File: src/rtl/reg_file_param.sv
// Parametrised register file: two combinational read ports, one synchronous write port,
// optional write-to-read bypass, optional hardwired-zero r0 and a one-per-cycle clear sweep.
module reg_file_param #(
  parameter int unsigned DW      = 16,
  parameter int unsigned AW      = 3,
  parameter bit          BYPASS  = 1'b1,
  parameter bit          ZERO_R0 = 1'b0
) (
  input  logic          clk,
  input  logic          reset,
  input  logic          we,
  input  logic [AW-1:0] W_Addr,
  input  logic [DW-1:0] W,
  input  logic [AW-1:0] R_Addr,
  input  logic [AW-1:0] S_Addr,
  output logic [DW-1:0] R,
  output logic [DW-1:0] S,
  input  logic          clr_req,
  output logic          clr_busy,
  output logic          clr_done,
  output logic          wr_drop
);

  localparam int unsigned Depth = 2 ** AW;

  typedef enum logic [1:0] {StIdle, StClear, StDone} state_e;

  state_e        state_q, state_d;
  logic [AW-1:0] ptr_q, ptr_d;
  logic          busy_q, busy_d;
  logic          done_q, done_d;
  logic          drop_q, drop_d;
  logic [DW-1:0] mem_q [Depth];

  logic wr_zero;
  logic wr_accept;

  // A write is taken outside the sweep unless it targets a hardwired-zero r0.
  always_comb begin
    wr_zero   = ZERO_R0 && (W_Addr == '0);
    wr_accept = we && (state_q != StClear) && !wr_zero;
  end

  always_comb begin
    state_d = state_q;
    ptr_d   = ptr_q;
    busy_d  = 1'b0;
    done_d  = 1'b0;
    drop_d  = 1'b0;
    unique case (state_q)
      StIdle, StDone: begin
        if (clr_req) begin
          state_d = StClear;
          ptr_d   = '0;
          busy_d  = 1'b1;
        end else begin
          state_d = StIdle;
        end
      end
      StClear: begin
        ptr_d  = ptr_q + AW'(1);
        drop_d = we;
        if (&ptr_q) begin
          state_d = StDone;
          done_d  = 1'b1;
        end else begin
          busy_d = 1'b1;
        end
      end
      default: state_d = StIdle;
    endcase
  end

  always_ff @(posedge clk or negedge reset) begin
    if (!reset) begin
      state_q <= StIdle;
      ptr_q   <= '0;
      busy_q  <= 1'b0;
      done_q  <= 1'b0;
      drop_q  <= 1'b0;
    end else begin
      state_q <= state_d;
      ptr_q   <= ptr_d;
      busy_q  <= busy_d;
      done_q  <= done_d;
      drop_q  <= drop_d;
    end
  end

  always_ff @(posedge clk or negedge reset) begin
    if (!reset) begin
      for (int i = 0; i < Depth; i++) begin
        mem_q[i] <= '0;
      end
    end else if (state_q == StClear) begin
      mem_q[ptr_q] <= '0;
    end else if (wr_accept) begin
      mem_q[W_Addr] <= W;
    end
  end

  always_comb begin
    R = mem_q[R_Addr];
    if (ZERO_R0 && (R_Addr == '0)) R = '0;
    if (BYPASS && wr_accept && (W_Addr == R_Addr)) R = W;
  end

  always_comb begin
    S = mem_q[S_Addr];
    if (ZERO_R0 && (S_Addr == '0)) S = '0;
    if (BYPASS && wr_accept && (W_Addr == S_Addr)) S = W;
  end

  assign clr_busy = busy_q;
  assign clr_done = done_q;
  assign wr_drop  = drop_q;

endmodule
File: config.mk
export PLATFORM = sky130hd
export DESIGN_NAME = reg_file_param
export DESIGN_NICKNAME = d
export VERILOG_FILES = /design/src/rtl/reg_file_param.sv
export SDC_FILE = /design/constraint.sdc
export NUM_CORES = 1
export LEC_CHECK = 0
export BUFFER_PORTS_ARGS = -buffer_cell sky130_fd_sc_hd__buf_2
export CAP_MARGIN = 20
export CORE_MARGIN = 1
export CORE_UTILIZATION = 45
export DETAILED_ROUTE_END_ITERATION = 8
export GPL_ROUTABILITY_DRIVEN = 1
export GPL_TIMING_DRIVEN = 0
export MAX_ROUTING_LAYER = met4
export PLACE_DENSITY_LB_ADDON = 0.08
export SLEW_MARGIN = 30
export SYNTH_ARGS = -nofsm -noshare
export SYNTH_HDL_FRONTEND = slang
export SYNTH_SLANG_ARGS = --single-unit
File: constraint.sdc
create_clock -name clk -period 6.1 [get_ports clk]
set_clock_uncertainty 0.05 [all_clocks]
set_input_delay 1.22 -clock clk [delete_from_list [all_inputs] [get_ports clk]]
set_output_delay 1.22 -clock clk [all_outputs]
set_load 0.005 [all_outputs]
==> results.toml <==
[pwr]
powerDensity_nw_per_um2 = 491
intPower_w = 0.00293
power_frac_clock_pct = 29.1
p_sw_w = 0.00133
power.share.sequential_pct = 37.2
ir_worst_vdd_v = 0.000315
swShare_pct = 31.2
leakage_nw = 3.92
pwr-share-comb_pct = 33.6

[yosys]
synth.area.top_cells = "dfrtp_1 46%, mux4_2 19%, a22o_1 15%, mux2_2 9.7%, buf_2 1.4%"
synth_area_sq_um = 7450
async_reset_ff_share_pct = 100
synth_top_area_share_pct = 45.7
synth-seq-cells = 136
syn_nets = 529
synth_top_area_cell = "dfrtp_1"
ys_warn_count = 0
synthFlopType = "dfrtp_1"
synthCells = 498
yosysUniqueCellTypes = 35
synth.avg_cell_area_sq_um = 15.0
seq_area_frac_synth_pct = 45.7
post-synth-top-count-cell = "dfrtp_1"
synth_edf_count = 0
synth_common_cells = "136 x dfrtp_1, 130 x a22o_1, 64 x mux2_2, 64 x mux4_2, 21 x buf_2"

[final_layout]
antenna-diode-count = 0
fin_util_pct = 54.2
drive_above_1_share_pct = 43.5
layout.nets = 588
syn_to_final_growth_pct = 16.3

[grt]
met3_usage_pct = 6.84
met2_usage_pct = 45.4
grt_max_degree = 80
grt_overflow = 0
grt_first_pass_wirelength_microns = 33600
grt_pass1_vias = 5247
track_usage_pct = 28.9
busiest_layer = "met2"
antenna_found_initial = 0
grt_util_met1_pct = 37.8

[sta]
drv_slew = 0
rsz0062_at_grt = "no"
hold_viol_final = 0
tightest_slew_ns = 1.07
tns_ns = 0
max_slew_margin_pct = 28.5
setup_viol = 0
min_period_over_period_pct = 75.2
period_minus_slack_ns = 4.59
fmax_mhz = 218

[critical_path]
end_kind = "primary output"
crit_buf_inv = 4
crit_chain = "buf_2 > buf_2 > buf_2 > mux4_2 > mux2_2 > mux2_2 > buf_2"
slowest_stage = "buf_2"
crit_path_max_fanout = 10
path_class = "input port to primary output"
worstPathRequired_ns = 4.83
cpMostUsedCell = "buf_2"
slowest_delay_ns = 0.41
critical_path.top_delay_family = "buffers and inverters"
cp.arrival_ns = 3.32
setup.worst_path.start_class = "input port"

[die]
fp.dieH_microns = 131
coreArea_sq_um = 16000
dieWidth_microns = 131
initial_core_util_pct = 46.6
ios = 64
row_count = 46
dieArea_sq_um = 17100

[routing]
vias = 5171
viasPerCell = 6.58
drt-initial-drc-count = 494
drt-pass1-iter-count = 4
drc_errors = 0
drt-total-wl_microns = 21900
drt-wirelength-per-cell_microns = 27.9
ant_nets = 0

[cts]
cts_max_path_buffers = 2
cts.clk_slew.worst_paths_ns = 0.06
htreeDepth = 4
ctsHoldBuffers = 0
cts_buffers = 17
post_cts_buffers = 0
cts_resized = 0
tritoncts = "built"
numClockSinks = 136
clockRootBuffer = "clkbuf_16"
clk_latency_ns = 0.42

[status]
status = "finished clean"

[place]
dp_hpwl_microns = 14700
io_buffers = 39
place_congestion = 0.832

[hold_path]
hold_class = "register to register"

[run]
cap_violations = 0
==> final cells by class <==
type	instances	area, sq um
sequential	136	3400
clock inverter	12	244
multi-input combinational	303	3740
timing repair buffer	40	233
tap	216	270
buffer	58	300
clock buffer	20	467
fill	1387	7330
inverter	1	3.75
==> cell usage in the layout (no fill, tap or decap), types with 2 or more instances in the layout <==
cell type,count
mux4_2,64
nor2_1,2
clkbuf_8,3
clkbuf_16,17
clkinv_2,2
a21oi_1,2
a22o_1,130
nor4_4,3
ha_1,2
dfrtp_1,136
buf_2,59
nor2b_1,3
buf_4,7
mux2_2,64
buf_6,4
clkbuf_1,10
a31oi_2,2
clkinvlp_4,2
o22ai_1,2
and2_1,3
buf_1,16
nor3_2,2
xor2_1,6
nand2_1,3
nor3b_2,2
bufinv_16,7
==> metal layers <==
metal / part of all wire (%) / vias up / wire [microns]
li1: - / 2148 / -
met1: 42 / 2773 / 9150
met2: 50 / 227 / 11000
met3: 6.6 / 23 / 1460
met4: 1.5 / 0 / 333
met5: 0 / - / 0
==> flip-flops by register name, indices dropped and copies added (netlist names) <==
| register | flops |
|---|---|
| state_q | 2 |
| clr_done | 1 |
| ptr_q | 3 |
| wr_drop | 1 |
| clr_busy | 1 |
| mem_q | 128 |
==> per-stage QoR <==
| step | worst slack [ns] | instances | area, sq um | hold WS (ns) | power [W] |
|---|---|---|---|---|---|
| finish | 1.51 | 786 | 8670 | 0.469 | 0.00425 |
| global placement | 1.51 | 753 | 7920 | 0.444 | 0.00296 |
| floorplan | 2.13 | 498 | 7450 | 0.427 | 0.00251 |
| detailed placement | 1.51 | 754 | 7960 | 0.448 | 0.00300 |
| CTS | 1.51 | 786 | 8670 | 0.468 | 0.00426 |
| global route | 1.46 | 786 | 8670 | 0.485 | 0.00446 |
==> cells by family after synthesis <==
family          share of synthesized area, %
simple gates                            3.41
xor+xnor                               0.705
flops                                   45.7
mux                                     29.0
buf+inv                                 4.08
compound gates                          16.8
fa+ha+maj                              0.336
==> path summary, 6_finish.rpt <==
| kind | to | slack (ns) | cells past startpoint | from |
|---|---|---|---|---|
| setup / recovery | S[13] | 1.51 | 7 | S_Addr[0] |
| hold / removal | mem_q[8] | 0.47 | 1 | mem_q[8] |
| setup reg to reg | mem_q[66] | 3.55 | 6 | state_q[0] |
| hold reg to reg | mem_q[8] | 0.47 | 1 | mem_q[8] |
| max in group asynchronous | mem_q[81] | 4.53 | 2 | reset |
| min in group asynchronous | mem_q[58] | 0.71 | 1 | reset |
==> power by group through the flow <==
stage	logic [W]	registers [W]	clock network [W]
final	0.00143	0.00158	0.00124
after detailed placement	0.00143	0.00157	0
after CTS	0.00144	0.00157	0.00125
after floorplan	0.00103	0.00148	0
after global routing	0.00153	0.00163	0.00129
after global placement	0.00141	0.00155	0
Note: power is estimated with default switching activity, not from simulation.
